--- config.mk ---
export PLATFORM = sky130hd
export DESIGN_NAME = plru_tracker
export DESIGN_NICKNAME = d
export VERILOG_FILES = /design/src/rtl/plru_pkg.sv /design/src/rtl/plru_victim_decode.sv /design/src/rtl/plru_tracker.sv
export SDC_FILE = /design/constraint.sdc
export NUM_CORES = 1
export LEC_CHECK = 0
export ABC_AREA = 1
export CORE_MARGIN = 2
export CORE_UTILIZATION = 40
export CTS_CLUSTER_DIAMETER = 60
export DETAILED_ROUTE_END_ITERATION = 7
export SYNTH_ARGS = -nofsm -noshare
export SYNTH_HDL_FRONTEND = slang
export SYNTH_SLANG_ARGS = --single-unit
--- constraint.sdc ---
create_clock -name clk -period 2.2 [get_ports clk]
set_input_delay 0.44 -clock clk [delete_from_list [all_inputs] [get_ports clk]]
set_output_delay 0.44 -clock clk [all_outputs]
set_load 0.005 [all_outputs]
--- src/rtl/plru_pkg.sv ---
// plru_pkg: shared FSM type, default geometry and tree-index helpers for the PLRU tracker
package plru_pkg;
  typedef enum logic {IDLE, FLUSH} state_e;
  localparam int DEF_WAYS = 8;
  localparam int DEF_SETS = 16;
  function automatic int num_nodes(input int ways);
    return ways - 1;
  endfunction
  function automatic int child(input int n, input logic b);
    return 2 * n + 1 + int'(b);
  endfunction
endpackage

--- src/rtl/plru_victim_decode.sv ---
// plru_victim_decode: walk a PLRU tree from the root along the node bits to the victim leaf
module plru_victim_decode
  import plru_pkg::*;
#(
  parameter int WAYS = DEF_WAYS
) (
  input  logic [num_nodes(WAYS)-1:0] tree_i,
  output logic [$clog2(WAYS)-1:0]    way_o
);
  localparam int WW = $clog2(WAYS);
  logic [WW-1:0] n;
  always_comb begin
    way_o = '0;
    n = '0;
    for (int l = 0; l < WW; l++) begin
      way_o = (way_o << 1) | WW'(tree_i[n]);
      n = WW'(child(int'(n), tree_i[n]));
    end
  end
endmodule

--- src/rtl/plru_tracker.sv ---
// plru_tracker: per-set tree pseudo-LRU state with registered victim lookup and a
// one-set-per-cycle flush sequencer
module plru_tracker
  import plru_pkg::*;
#(
  parameter int WAYS = DEF_WAYS,
  parameter int SETS = DEF_SETS
) (
  input  logic                    clk,
  input  logic                    rst_n,
  input  logic                    touch_valid,
  input  logic [$clog2(SETS)-1:0] touch_set,
  input  logic [$clog2(WAYS)-1:0] touch_way,
  input  logic                    victim_req,
  input  logic [$clog2(SETS)-1:0] victim_set,
  output logic                    victim_valid,
  output logic [$clog2(WAYS)-1:0] victim_way,
  input  logic                    flush,
  output logic                    ready
);
  localparam int WW = $clog2(WAYS);
  localparam int SW = $clog2(SETS);
  localparam int NB = num_nodes(WAYS);
  state_e        state_q;
  logic [SW-1:0] cnt_q;
  logic [NB-1:0] tree_q [SETS];
  logic [NB-1:0] tree_d [SETS];
  logic [NB-1:0] touched;
  logic [NB-1:0] vtree;
  logic [WW-1:0] w;
  logic [WW-1:0] n;
  logic [WW-1:0] dec_way;
  logic          touch_acc;
  logic          victim_acc;
  assign ready      = state_q == IDLE;
  assign touch_acc  = ready && !flush && touch_valid;
  assign victim_acc = ready && !flush && victim_req;
  // A same-set touch is forwarded into the victim lookup of the same cycle
  always_comb begin
    touched = tree_q[touch_set];
    w = touch_way;
    n = '0;
    for (int l = 0; l < WW; l++) begin
      touched[n] = ~w[WW-1];
      n = WW'(child(int'(n), w[WW-1]));
      w = w << 1;
    end
    tree_d = tree_q;
    if (touch_acc) tree_d[touch_set] = touched;
    if (state_q == FLUSH) tree_d[cnt_q] = '0;
    vtree = (touch_acc && touch_set == victim_set) ? touched : tree_q[victim_set];
  end
  plru_victim_decode #(.WAYS(WAYS)) u_decode (
    .tree_i(vtree),
    .way_o (dec_way)
  );
  always_ff @(posedge clk or negedge rst_n) begin
    if (!rst_n) tree_q <= '{default: '0};
    else tree_q <= tree_d;
  end
  always_ff @(posedge clk or negedge rst_n) begin
    if (!rst_n) begin
      state_q      <= IDLE;
      cnt_q        <= '0;
      victim_valid <= 1'b0;
      victim_way   <= '0;
    end else begin
      victim_valid <= victim_acc;
      if (victim_acc) victim_way <= dec_way;
      if (state_q == IDLE) begin
        state_q <= flush ? FLUSH : IDLE;
      end else begin
        cnt_q <= cnt_q + SW'(1);
        if (cnt_q == SW'(SETS - 1)) state_q <= IDLE;
      end
    end
  end
endmodule
* After elaboration in Yosys (flattened, before gate mapping)
Cells that the tools add are included.
Operators by class: $add $sub $neg 7, multipliers 0, div/mod/pow operators 0, magnitude comparators 11, eq/ne operators 2, shifts and indexed selects 0, muxes and demuxes 27, bitwise operators 11, reduce and logical (&&, ||, !) cells 9
Operators by type and width (number):
- 112-bit two-way mux | 2
- 112-bit AND | 1
- 112-bit bitwise mux | 1
- 112-bit NOT | 1
- 7-bit binary-select mux with 4-bit select | 2
- 7-bit demux with 4-bit select | 2
- 7-bit two-way mux | 7
- 5-bit greater-or-equal comparator (second input constant) | 3
- 4-bit NOT with 5-bit output | 3
- 7-bit bitwise mux | 2
- 3-bit by 4-bit < comparator with 1-bit output (second input constant) | 3
- 5-bit by 1-bit < comparator with 1-bit output (second input constant) | 2
- 1-bit logical AND | 8
- 1-bit two-way mux | 7
- 3-bit by 1-bit adder with 3-bit output (second input constant) | 2
- 1-bit binary-select mux with 3-bit select | 2
- 1-bit demux with 3-bit select | 2
- 1-bit by 1-bit adder with 2-bit output (first input constant) | 2
- 4-bit by 1-bit adder with 4-bit output (second input constant) | 1
- 4-bit == test | 1
- 4-bit == test (second input constant) | 1
- 2-bit by 4-bit < comparator with 1-bit output (second input constant) | 1
- 1-bit NOT | 4
- 3-bit by 1-bit adder with 3-bit output | 1
- other kinds (6) | 6
Word-level totals: bits in registers 121, latch bits 0, bits in writable memories 0, memory bits (read-only) 0, input port bits 16, output and inout port bits 5, logic and storage cells 87, memories kept 0

* Depth between registers and ports, before layout
Gate-level depths: netlist (run 1).
depth in word-level cells 16, mapped depth 22, gate-level depth less buffers 20

* Hierarchy
A second synthesis (run 1) with hierarchy kept.
Unflattened totals: cell total of the unflattened synthesis 1077, area total of the unflattened synthesis 7531.0 µm²
By module, submodules not included:
- plru_tracker | instances 1, cells an instance 1061, area an instance 7464.7 µm², sequential area each 3027.9 µm²
- plru_victim_decode | instances 1, cells an instance 16, area an instance 66.3 µm², sequential area each 0.0 µm²

* Least setup slack after synthesis (run 1)
Ideal clock, no wire load.
kind in2reg, from input port touch_way[1], to register victim_way[0], setup time 117 ps, arrival 2436 ps, data required time 2083 ps, slack -353 ps, stages 19, buffers on the path 0, cells stage by stage inv_1 > ha_1 > inv_1 > nor3_1 > o22ai_1 > inv_1 > nand2_1 > o21ai_2 > nand3_2 > nand2_2 > inv_1 > ha_1 > inv_1 > nand2_1 > a21oi_1 > a21oi_1 > nand2_1 > nand3_1 > nand2_1
On the way: word-level cells in the longest chain between the ends 14, elaborated cells between the ends (all ways) 18, those cells by class 4 x add/sub; 2 x order compare; 9 x mux; 2 x bitwise; 1 x reduce/logical
Ends and longest elaborated chain:
- start, declared | RTL line plru_tracker.sv:13 | input logic [$clog2(WAYS)-1:0] touch_way,
- 3-bit by 1-bit adder with 3-bit output | RTL line plru_pkg.sv:10 | return 2 * n + 1 + int'(b);
- 3-bit by 4-bit < comparator with 1-bit output (not written as such) or 3-bit by 1-bit greater-or-equal comparator with 1-bit output (tied branches) | RTL line plru_tracker.sv:44 | touched[n] = ~w[WW-1];
- 1-bit logical AND (not written as such) | RTL line plru_tracker.sv:44
- 1-bit two-way mux (not written as such) | RTL line plru_tracker.sv:44
- 1-bit demux with 3-bit select | RTL line plru_tracker.sv:44
- 7-bit bitwise mux * | RTL line plru_tracker.sv:44
- 7-bit two-way mux * | RTL line plru_tracker.sv:51 | vtree = (touch_acc && touch_set == victim_set) ? touched : tree_q[victim_set];
- 1-bit by 1-bit adder with 2-bit output | RTL line plru_pkg.sv:10
- 1-bit binary-select mux with 3-bit select | RTL line plru_victim_decode.sv:17 | n = WW'(child(int'(n), tree_i[n]));
- 1-bit two-way mux (not written as such) | RTL line plru_victim_decode.sv:17
- 3-bit by 2-bit adder with 3-bit output | RTL line plru_pkg.sv:10
- 1-bit binary-select mux with 3-bit select * | RTL line plru_victim_decode.sv:16 | way_o = (way_o << 1) | WW'(tree_i[n]);
- 1-bit two-way mux *
- 3-bit by 1-bit bitwise OR with 3-bit output * | RTL line plru_victim_decode.sv:16
- end signal, assigned | RTL line plru_tracker.sv:69 | if (victim_acc) victim_way <= dec_way;
- end, declared | RTL line plru_tracker.sv:17 | output logic [$clog2(WAYS)-1:0] victim_way,
Every way passes the cells marked *; elsewhere a longest branch is shown, timed or not. The select of a mux whose other input is x is not followed. A chain may end at the register's enable or synchronous reset.

* Worst setup path in the final report (run 1)
from input port touch_set[0], to register victim_way[0]
On the way: word-level cells in the longest chain between the ends 13, elaborated cells between the ends (all ways) 17, those cells by class 3 x add/sub; 1 x eq/ne; 10 x mux; 2 x bitwise; 1 x reduce/logical
Ends and longest elaborated chain:
- start, declared | RTL line plru_tracker.sv:12 | input logic [$clog2(SETS)-1:0] touch_set,
- 4-bit NOT with 5-bit output (not written as such) | RTL line plru_tracker.sv:40 | touched = tree_q[touch_set];
- 7-bit binary-select mux with 4-bit select | RTL line plru_tracker.sv:40
- 7-bit two-way mux (not written as such) (2 in series) | RTL line plru_tracker.sv:40
- 7-bit bitwise mux (2 in series) | RTL line plru_tracker.sv:44
- 7-bit two-way mux * | RTL line plru_tracker.sv:51
- 1-bit binary-select mux with 3-bit select | RTL line plru_victim_decode.sv:17
- 1-bit two-way mux (not written as such) | RTL line plru_victim_decode.sv:17
- 3-bit by 2-bit adder with 3-bit output | RTL line plru_pkg.sv:10
- 1-bit binary-select mux with 3-bit select * | RTL line plru_victim_decode.sv:16
- 1-bit two-way mux *
- 3-bit by 1-bit bitwise OR with 3-bit output * | RTL line plru_victim_decode.sv:16
Marks and branches as above.

==> flow_results.xml, run 1 <==
<?xml version="1.0" encoding="UTF-8"?>
<metrics>
  <group name="critical_path">
    <metric name="timing.critical_path.to_type" unit="">flop</metric>
    <metric name="timing.setup.critical_path_class" unit="">input port to flop</metric>
    <metric name="critical_path.startpoint_type" unit="">input port</metric>
    <metric name="critical_path.max_fanout" unit="">6</metric>
    <metric name="required" unit="ns">2.53</metric>
    <metric name="cp.arrival" unit="ns">2.48</metric>
  </group>
  <group name="final_layout">
    <metric name="area.growth.synth_to_final" unit="%">26.76</metric>
    <metric name="antennaDiodeCount" unit="">0</metric>
    <metric name="layout.cells.most_common" unit="">sky130_fd_sc_hd__nand2_1</metric>
    <metric name="instances_no_fill" unit="">1387</metric>
    <metric name="drive_gt1_share" unit="%">18.31</metric>
    <metric name="commonest_cells_after_routing_fill_and_taps_aside" unit="">sky130_fd_sc_hd__nand2_1 (176), sky130_fd_sc_hd__o21ai_0 (167), sky130_fd_sc_hd__inv_1 (127), sky130_fd_sc_hd__a21oi_1 (127), sky130_fd_sc_hd__dfrtp_1 (121)</metric>
    <metric name="finalCoreUtilization" unit="%">52.02</metric>
    <metric name="layout.nets" unit="">1172</metric>
  </group>
  <group name="job">
    <metric name="cap_viol_max_count" unit="">0</metric>
  </group>
  <group name="clocking">
    <metric name="clk_root_buffer_cell" unit="">sky130_fd_sc_hd__clkbuf_16</metric>
    <metric name="clkLatencyLatePin" unit="ns">0.43</metric>
    <metric name="ctsLongestPathBuffers" unit="">2</metric>
    <metric name="max_h_tree_level" unit="">4</metric>
    <metric name="tritoncts" unit="">done</metric>
    <metric name="cts.sink_count" unit="">121</metric>
    <metric name="cts_inserted_buffers" unit="">17</metric>
    <metric name="clk_transition_reported_paths" unit="ns">0.06</metric>
  </group>
  <group name="global_route">
    <metric name="track_usage" unit="%">26.43</metric>
    <metric name="grt_pass1_vias" unit="">7258</metric>
    <metric name="grt-ovfl-total" unit="">0</metric>
    <metric name="grt_pass1_wl" unit="mm">39.99</metric>
    <metric name="number_of_antenna_violations_at_the_first_check_in_global_routing" unit="">0</metric>
    <metric name="largest_net_degree_at_the_start_of_global_routing" unit="">37</metric>
  </group>
  <group name="sta">
    <metric name="final_min_period_over_clock_period" unit="%">97.85</metric>
    <metric name="timing.clock.skew" unit="ns">0.009544</metric>
    <metric name="setup-violations-final" unit="">0</metric>
    <metric name="fmax" unit="MHz">464.5</metric>
    <metric name="final_hold_viol_count" unit="">0</metric>
    <metric name="slew_viol_final" unit="">0</metric>
    <metric name="slew-limit-headroom" unit="%">68.56</metric>
    <metric name="post_route_setup_slack" unit="ns">0.04738</metric>
    <metric name="setup_tns" unit="ns">0</metric>
    <metric name="worst_slew_pin_slew" unit="ns">0.4716</metric>
    <metric name="rsz0062_at_grt" unit="">true</metric>
    <metric name="final_critical_path_time_including_i_o_delays_and_setup" unit="ns">2.153</metric>
  </group>
  <group name="drt">
    <metric name="drt_first_iter_violations" unit="">888</metric>
    <metric name="totalWireLength" unit="mm">25.26</metric>
    <metric name="antenna_left" unit="">0</metric>
    <metric name="route.vias.total" unit="">7577</metric>
    <metric name="viasPerCell" unit="">5.463</metric>
    <metric name="first_pass_iters" unit="">6</metric>
    <metric name="routedWlPerCell" unit="um">18.21</metric>
    <metric name="remaining_drc_errors" unit="">0</metric>
  </group>
  <group name="placed_design">
    <metric name="dp_worst_setup_slack" unit="ns">-0.7498</metric>
    <metric name="io_buffers" unit="">20</metric>
    <metric name="place_hpwl" unit="mm">18.57</metric>
    <metric name="gp_congestion" unit="">0.9307</metric>
    <metric name="placed_cells_incl_taps" unit="">1337</metric>
  </group>
  <group name="yosys">
    <metric name="postSynthNetCount" unit="">1061</metric>
    <metric name="netlist_top_cells_area" unit="">sky130_fd_sc_hd__dfrtp_1 (41%), sky130_fd_sc_hd__o21ai_0 (12%), sky130_fd_sc_hd__nand2_1 (9.1%), sky130_fd_sc_hd__a21oi_1 (8.7%), sky130_fd_sc_hd__inv_1 (6.7%)</metric>
    <metric name="post_synth_inst_count" unit="">1035</metric>
    <metric name="synthesis.yosys.warnings" unit="">0</metric>
    <metric name="syn_area" unit="sq mm">0.007397</metric>
    <metric name="synthXorXnorAreaFrac" unit="%">0.5920</metric>
    <metric name="yosys.area_share.adder" unit="%">1.691</metric>
    <metric name="yosys_register_bits" unit="">121</metric>
    <metric name="synth_simple_gate_area_share" unit="%">20.75</metric>
    <metric name="synth_top_area_share" unit="%">40.93</metric>
    <metric name="sequential_element_share_of_the_synthesized_area" unit="%">40.93</metric>
    <metric name="main_combinational_cell_family_by_area_after_synthesis" unit="">compound AO/OA/AOI/OAI gates</metric>
    <metric name="synthesized_area_fraction_occupied_by_ao_oa_aoi_and_oai_cells" unit="%">24.97</metric>
    <metric name="yosys.area.top_type" unit="">sky130_fd_sc_hd__dfrtp_1</metric>
    <metric name="synth_area_per_cell" unit="sq um">7.147</metric>
    <metric name="ys_types" unit="">36</metric>
    <metric name="post_synth_mux_area_share" unit="%">0</metric>
  </group>
  <group name="floorplan">
    <metric name="die_x" unit="um">140.0</metric>
    <metric name="chipHeight" unit="um">140.0</metric>
    <metric name="floorplan.die_area" unit="sq mm">0.01960</metric>
    <metric name="io_pins" unit="">21</metric>
    <metric name="num_rows" unit="">49</metric>
    <metric name="design.core.area" unit="sq mm">0.01802</metric>
    <metric name="initial_standard_cell_utilization_of_the_core" unit="%">41.04</metric>
  </group>
  <group name="pwr">
    <metric name="ir_drop" unit="uV">793.7</metric>
    <metric name="power_leakage" unit="uW">0.004630</metric>
    <metric name="power_per_unit_of_standard_cell_area" unit="mW/mm^2">921.8</metric>
    <metric name="total_power" unit="uW">8643</metric>
  </group>
  <group name="min_path">
    <metric name="worstHoldPathType" unit="">flop to flop</metric>
  </group>
  <group name="outcome">
    <metric name="run_status" unit="">completed</metric>
  </group>
</metrics>
[metrics by stage]
step	area, sq um	hold WS [ns]
after floorplan	7437	0.1444
after global placement	8548	0.4213
after detailed placement	8548	0.4268
after CTS	9261	0.4958
after global routing	9376	0.5226
final	9376	0.5030
[logic make-up after synthesis]
logic type / Yosys count
flops: 121
buf+inv: 190
simple gates: 362
fa+ha+maj: 10
xor+xnor: 5
compound gates: 347
[cell usage after synthesis, drive strengths merged]
master,count
nand3,59
nand4,7
o211ai,11
o21ai,183
a21oi,130
dfrtp,121
xnor2,2
clkbuf,19
o22ai,12
nor2,108
clkinv,1
nand2,186
a22oi,9
nor3,2
ha,10
xor2,3
buf,32
o21bai,2
inv,138
[power by group]
group / total [uW] / internal, uW / switching [uW]
clock: 2700 / 1580 / 1120
combinational: 2730 / 1050 / 1680
sequential: 3210 / 2790 / 424
[metal layers]
metal	global-route usage, %	part of all wire [%]	wire, um
met5	0	0	0
met4	11.89	3.7	932
met3	5.265	7.7	1939
met2	40.77	45	11490
met1	36.06	43	10900
[layout make-up]
type                            count  area [sq um]
Fill cell                        1741          8648
Inverter                          139         545.5
Sequential cell                   121          3028
Clock buffer                       18         439.2
Multi-Input combinational cell    724          3661
Clock inverter                     13         122.6
Tap cell                          229         286.5
Timing Repair Buffer              143          1294
[worst paths after layout]
check                                               start                   endpoint  slack (ns)  cells past startpoint
worst min-delay path            victim_way[2]$_DFFE_PN0P_  victim_way[2]$_DFFE_PN0P_        0.50                      2
max in group asynchronous                           rst_n       cnt_q[0]$_DFFE_PN0P_        1.07                      3
worst max-delay path                         touch_set[0]  victim_way[0]$_DFFE_PN0P_        0.05                     20
worst min register to register  victim_way[2]$_DFFE_PN0P_  victim_way[2]$_DFFE_PN0P_        0.50                      2
worst max register to register          state_q$_DFF_PN0_  victim_way[0]$_DFFE_PN0P_        0.06                     18
min in group asynchronous                           rst_n       tree_q[30]$_DFF_PN0_        0.51                      2
[flip-flops by register name, summed over array words and instances (netlist names)]
name	flops
cnt_q	4
state_q	1
tree_q	112
victim_valid	1
victim_way	3
[critical path: stages]
cell and delay [ns]:
sky130_fd_sc_hd__buf_4 0.14, sky130_fd_sc_hd__buf_12 0.13, sky130_fd_sc_hd__buf_12 0.12, sky130_fd_sc_hd__xor2_1 0.15, sky130_fd_sc_hd__nor3_2 0.18, sky130_fd_sc_hd__nand3_4 0.15
sky130_fd_sc_hd__clkinv_4 0.11, sky130_fd_sc_hd__nand2_1 0.06, sky130_fd_sc_hd__o21ai_2 0.07, sky130_fd_sc_hd__nand3_2 0.10, sky130_fd_sc_hd__nand2_2 0.10, sky130_fd_sc_hd__inv_2 0.05
sky130_fd_sc_hd__ha_4 0.27, sky130_fd_sc_hd__inv_2 0.04, sky130_fd_sc_hd__nand2_2 0.05, sky130_fd_sc_hd__a21oi_2 0.03, sky130_fd_sc_hd__a21oi_2 0.11, sky130_fd_sc_hd__nand2_1 0.06
sky130_fd_sc_hd__nand3_1 0.06, sky130_fd_sc_hd__nand2_1 0.05
[repair_timing]
action / CTS / global route
pin swaps: 9 / 21
setup buffers: 10 / 7
setup endpoints to repair: 65 / 1
hold endpoints to repair: 27 / 0
gates cloned: 1 / 0
hold buffers: 1 / 0
gates resized for setup: 27 / 27
No activity file was read; power rests on OpenSTA's default activity.
==> run 2, diff against run 1 <==
--- a/config.mk
+++ b/config.mk
@@ -13,3 +13,4 @@
 export SYNTH_ARGS = -nofsm -noshare
 export SYNTH_HDL_FRONTEND = slang
 export SYNTH_SLANG_ARGS = --single-unit
+export TNS_END_PERCENT = 30
==> results of run 2 <==
The final DEF is identical to that of run 1; final timing and power are the same.
==> RTL change 1 (settings of run 2) <==
`DEF_SETS`: 16 -> 32.
--- a/src/rtl/plru_pkg.sv
+++ b/src/rtl/plru_pkg.sv
@@ -2,7 +2,7 @@
 package plru_pkg;
   typedef enum logic {IDLE, FLUSH} state_e;
   localparam int DEF_WAYS = 8;
-  localparam int DEF_SETS = 16;
+  localparam int DEF_SETS = 32;
   function automatic int num_nodes(input int ways);
     return ways - 1;
   endfunction
Interface: changed (resized touch_set and victim_set); port bits go from 21 to 23. No check against the original RTL was run, so the function may have changed too.
==> RTL change 1 against run 2 <==
The flow now finishes with violations (negative setup slack); area after synthesis rose by 93%; global-route usage grew 5.7 points; critical path depth increased by 2; setup slack worse by 0.19 ns; count of clock-buffer cells in the layout is 24 higher; total power up 82%; sequential cell count up 113; routed wire length grew 140%; final area rose by 98%.
==> RTL change 1: results (changes against run 2) <==
INFO  metric result_of_the_run = finished, violations left (was completed)
INFO  metric violations = negative setup slack
INFO  metric path_clk_slew = 0.06 ns (about the same)
INFO  metric vias_per_cell = 5.46 (about the same)
INFO  metric met3WireLength = 6200 um (was 1940 um)
INFO  metric synth_top_cells_by_count = nand2_1 (480), o21ai_0 (321), inv_1 (255) (was nand2_1 (180), o21ai_0 (171), inv_1 (133))
INFO  metric fin_ws = -0.138 ns (was 0.0474 ns)
INFO  metric largest_registers = tree_q x224, cnt_q x5, victim_way x3 (was tree_q x112, cnt_q x4, victim_way x3)
INFO  metric finalWirelength = 59400 um (was 25300 um)
INFO  metric fin_worst_hold_slack = 0.338 ns (was 0.503 ns)
INFO  metric grt_antenna_before_repair = 3 (was 0)
INFO  metric cts-htree-levels = 1 (was 4)
INFO  metric dp_cells = 2740 (was 1337)
INFO  metric post_dp_cell_area = 17000 um2 (was 8550 um2)
INFO  metric place.port_buffers = 22 (was 20)
INFO  metric max-clock-path-buffers = 3 (was 2)
INFO  metric cts_inserted_buffers = 30 (was 17)
INFO  metric global_route.usage.total = 0.322 (was 0.264)
INFO  metric synth_compound_gate_area_share = 0.215 (was 0.250)
INFO  metric timing.hold.worst.class = in -> async (was reg -> reg)
INFO  metric cts_setup_buffers = 19 (was 10)
INFO  metric drt-initial-drc-count = 1566 (was 888)
INFO  metric rr_worst_depth = 22 (was 18)
INFO  metric skew = 0.0143 ns (was 0.00954 ns)
INFO  metric drive_above_1_share = 0.197 (was 0.183)
INFO  metric grt_max_degree = 81 (was 37)
INFO  metric place.detailed.hpwl = 42800 um (was 18600 um)
INFO  metric adder_and_majority_cell_fraction_of_the_synthesized_area = 0.00962 (was 0.0169)
INFO  metric final-setup-viol-count = 1 (was 0)
INFO  metric total_nets_final = 2366 (was 1172)
INFO  metric grt_pass1_wl = 88600 um (was 40000 um)
INFO  metric vdd_ir_drop_max = 951 uV (was 794 uV)
INFO  metric avgSynthCellArea = 6.84 um2 (was 7.15 um2)
INFO  metric stdcell_area = 18600 um2 (was 9380 um2)
INFO  metric worst_path_largest_cell_delay = 0.34 ns (was 0.27 ns)
INFO  metric setup_tns = -0.138 ns (was 0 ns)
INFO  metric maxSlewHeadroom = 0.619 (was 0.686)
INFO  metric critical_path_arrival = 2.80 ns (was 2.48 ns)
INFO  metric fillCellCount = 3464 (was 1741)
INFO  metric seq_area_frac_synth = 0.409 (about the same)
INFO  metric synthDistinctLibCells = 32 (was 36)
INFO  metric globalplace.congestion = 0.977 (was 0.931)
INFO  metric post_cts_resized = 71 (was 27)
INFO  metric insertion_delay = 0.58 ns (was 0.43 ns)
INFO  metric cell_with_the_largest_stage_delay_on_the_worst_path = dfrtp_1 (was ha_4)
INFO  metric yosys-top-cells-area = dfrtp_1 (41%), nand2_1 (13%), o21ai_0 (11%) (was dfrtp_1 (41%), o21ai_0 (12%), nand2_1 (9.1%))
INFO  metric detail_route.wirelength.met1 = 25000 um (was 10900 um)
INFO  metric synthesis.nets = 2121 (was 1061)
INFO  metric gr-usage-met1 = 0.435 (was 0.361)
INFO  metric path_max_fanout = 3 (was 6)
==> RTL change 1: changes by cell type after synthesis, moves of 10 or more <==
cell,change
o21ai_0,+150
a21oi_1,+107
buf_2,+47
o211ai_1,+15
o22ai_1,-10
nand2_1,+300
nor2_1,+99
nand3_1,+83
dfrtp_1,+113
nor2_2,+12
inv_1,+122
==> RTL change 1: power breakdown <==
part | switching (mW) | leakage (nW) | internal [mW]
clock network | 2.06 | 0.517 | 3.09
logic | 3.13 | 5.64 | 2.00
registers | 0.475 | 3.20 | 4.97
==> RTL change 1: layout make-up <==
cell class	instances	area share
multi-input cells	1481	0.385
flip-flops and latches	234	0.315
repair buffers	319	0.157
inverters	271	0.0558
clock buffers	42	0.0482
well taps	461	0.0310
clock inverters	12	0.00780
diodes	2	0.000269
==> RTL change 2 (settings of run 2) <==
Without the edit above. Reset style: synchronous (`rst_n`), changed in 2 clocked blocks.
--- a/src/rtl/plru_tracker.sv
+++ b/src/rtl/plru_tracker.sv
@@ -54,11 +54,11 @@
     .tree_i(vtree),
     .way_o (dec_way)
   );
-  always_ff @(posedge clk or negedge rst_n) begin
+  always_ff @(posedge clk) begin
     if (!rst_n) tree_q <= '{default: '0};
     else tree_q <= tree_d;
   end
-  always_ff @(posedge clk or negedge rst_n) begin
+  always_ff @(posedge clk) begin
     if (!rst_n) begin
       state_q      <= IDLE;
       cnt_q        <= '0;
Formal check against the unedited RTL: differs if rst_n is asserted again (counterexample within 4 cycles, from zero or initial values and one cycle with rst_n low); with rst_n held inactive, the same outputs for 4 cycles.
==> RTL change 2 against run 2 <==
Area after synthesis fell by 8.3%; setup slack improved by 0.0099 ns; maximum frequency rose by 0.46%; final area fell by 4.1%; sequential cell count did not move; routed wire length rose by 0.39%; highest routed layer unchanged; clock skew rose by 0.013 ns.
Power is not compared: it rests on default switching activity, and its combinational part moved more than twofold at a synthesized area within 25%.
==> RTL change 2: results (changes against run 2) <==
INFO  metric result_of_the_run = completed (unchanged)
INFO  metric synthDistinctLibCells = 30 (was 36)
INFO  metric reg2reg_setup_slack = 0.09 ns (was 0.06 ns)
INFO  metric synth-async-reset-ratio = 0 (was 1.00)
INFO  metric skew = 0.0225 ns (was 0.00954 ns)
INFO  metric layout.non_clock_inverters = 153 (was 139)
INFO  metric grt_use_met3 = 0.0631 (was 0.0526)
INFO  metric dp_cells = 1387 (was 1337)
INFO  metric place.detailed.hpwl = 18900 um (was 18600 um)
INFO  metric gr-usage-met1 = 0.364 (was 0.361)
INFO  metric buffers_excl_clock = 167 (was 143)
INFO  metric worst_hold_startpoint = flush (was victim_way[2])
INFO  metric grt_pass1_wl = 39200 um (was 40000 um)
INFO  metric vias = 7745 (was 7577)
INFO  metric adder_and_majority_cell_fraction_of_the_synthesized_area = 0.0184 (was 0.0169)
INFO  metric path_max_fanout = 4 (was 6)
INFO  metric cell_with_the_largest_stage_delay_on_the_worst_path = dlygate4sd2_1 (was ha_4)
INFO  metric global_route.usage.total = 0.285 (was 0.264)
INFO  metric clk_share = 0.0652 (was 0.0599)
INFO  metric num-multi-input-gates = 734 (was 724)
INFO  metric grt_max_degree = 24 (was 37)
INFO  metric wl_per_cell = 17.8 um (was 18.2 um)
INFO  metric fin_ws = 0.0573 ns (was 0.0474 ns)
INFO  metric multi_input_area = 3710 um2 (was 3660 um2)
INFO  metric syn-cell-area = 6790 um2 (was 7400 um2)
INFO  metric globalplace.congestion = 1.01 (was 0.931)
INFO  metric n_sequential_cell = 121 (unchanged)
INFO  metric drt-initial-drc-count = 889 (was 888)
INFO  metric avgSynthCellArea = 6.40 um2 (was 7.15 um2)
INFO  metric gr-usage-met2 = 0.456 (was 0.408)
INFO  metric dpl_worst_slack = -0.673 ns (was -0.750 ns)
INFO  metric worst_path_largest_cell_delay = 0.25 ns (was 0.27 ns)
INFO  metric grt_pass1_vias = 7278 (was 7258)
INFO  metric post_dp_cell_area = 8160 um2 (was 8550 um2)
INFO  metric fin_worst_hold_slack = 0.423 ns (was 0.503 ns)
INFO  metric crit-reg2reg-capture = victim_way[0] (unchanged)
INFO  metric critical_path_arrival = 2.51 ns (was 2.48 ns)
INFO  metric seqCellArea = 2420 um2 (was 3030 um2)
INFO  metric maxSlewHeadroom = 0.701 (was 0.686)
INFO  metric synth-xor-area-share = 0.00387 (was 0.00592)
INFO  metric seq_area_frac_synth = 0.357 (was 0.409)
INFO  metric yosys-top-cells-area = dfxtp_1 (36%), o21ai_0 (13%), a21oi_1 (12%) (was dfrtp_1 (41%), o21ai_0 (12%), nand2_1 (9.1%))
[RTL change 2: cell types whose count changed after synthesis, moves of 10 or more]
| cell | before | now |
|---|---|---|
| a21oi_1 | 129 | 156 |
| dfrtp_1 | 121 | 0 |
| dfxtp_1 | 0 | 121 |
| inv_1 | 133 | 150 |
| nand3_1 | 56 | 66 |
| o21ai_0 | 171 | 181 |
| o21ai_1 | 10 | 0 |
[RTL change 2: logic make-up after synthesis]
group | count (synthesis)
AOI/OAI and AO/OA | 368
buffers and inverters | 206
xor gates and xnor gates | 3
DFF | 121
and+or+nand+nor | 353
adders and majority gates | 10
[RTL change 2: timing repair]
action,in CTS,in global routing
buffers inserted,3,4
setup endpoints to repair,65,29
cloned,0,1
pin swaps,7,18
gates resized for setup,27,45
[RTL change 2: metrics by stage]
stage	power, mW	TNS, ns	util
6_report	5.98	0	0.542
5_1_grt	6.17	-0.0251	0.542
4_1_cts	5.93	0	0.531
3_5_place_dp	3.11	-45.20	0.492
3_3_place_gp	3.11	-45.27	0.492
2_1_floorplan	2.70	-0.174	-
[RTL change 2: worst max path at each step]
stage	cells after the start	start	end
floorplan	16	touch_way[1]	victim_way[0]
global placement	19	touch_set[0]	victim_way[0]
detailed placement	17	touch_way[1]	victim_way[0]
CTS	17	touch_set[0]	victim_way[0]
global route	19	victim_set[0]	victim_way[0]
finish	17	touch_way[2]	victim_way[0]
[RTL change 2: power breakdown]
part | total (mW) | internal [mW] | switching (mW) | leakage, nW
combinational | 0.906 | 0.371 | 0.535 | 2.87
clock | 2.83 | 1.82 | 1.01 | 0.286
sequential | 2.25 | 2.22 | 0.0224 | 0.977
[RTL change 2: per-layer routing]
layer  vias up  share of wire
met5         -              0
li1       3760              -
met1      3537           0.43
met4         0          0.042
met3        73          0.083
met2       375           0.45
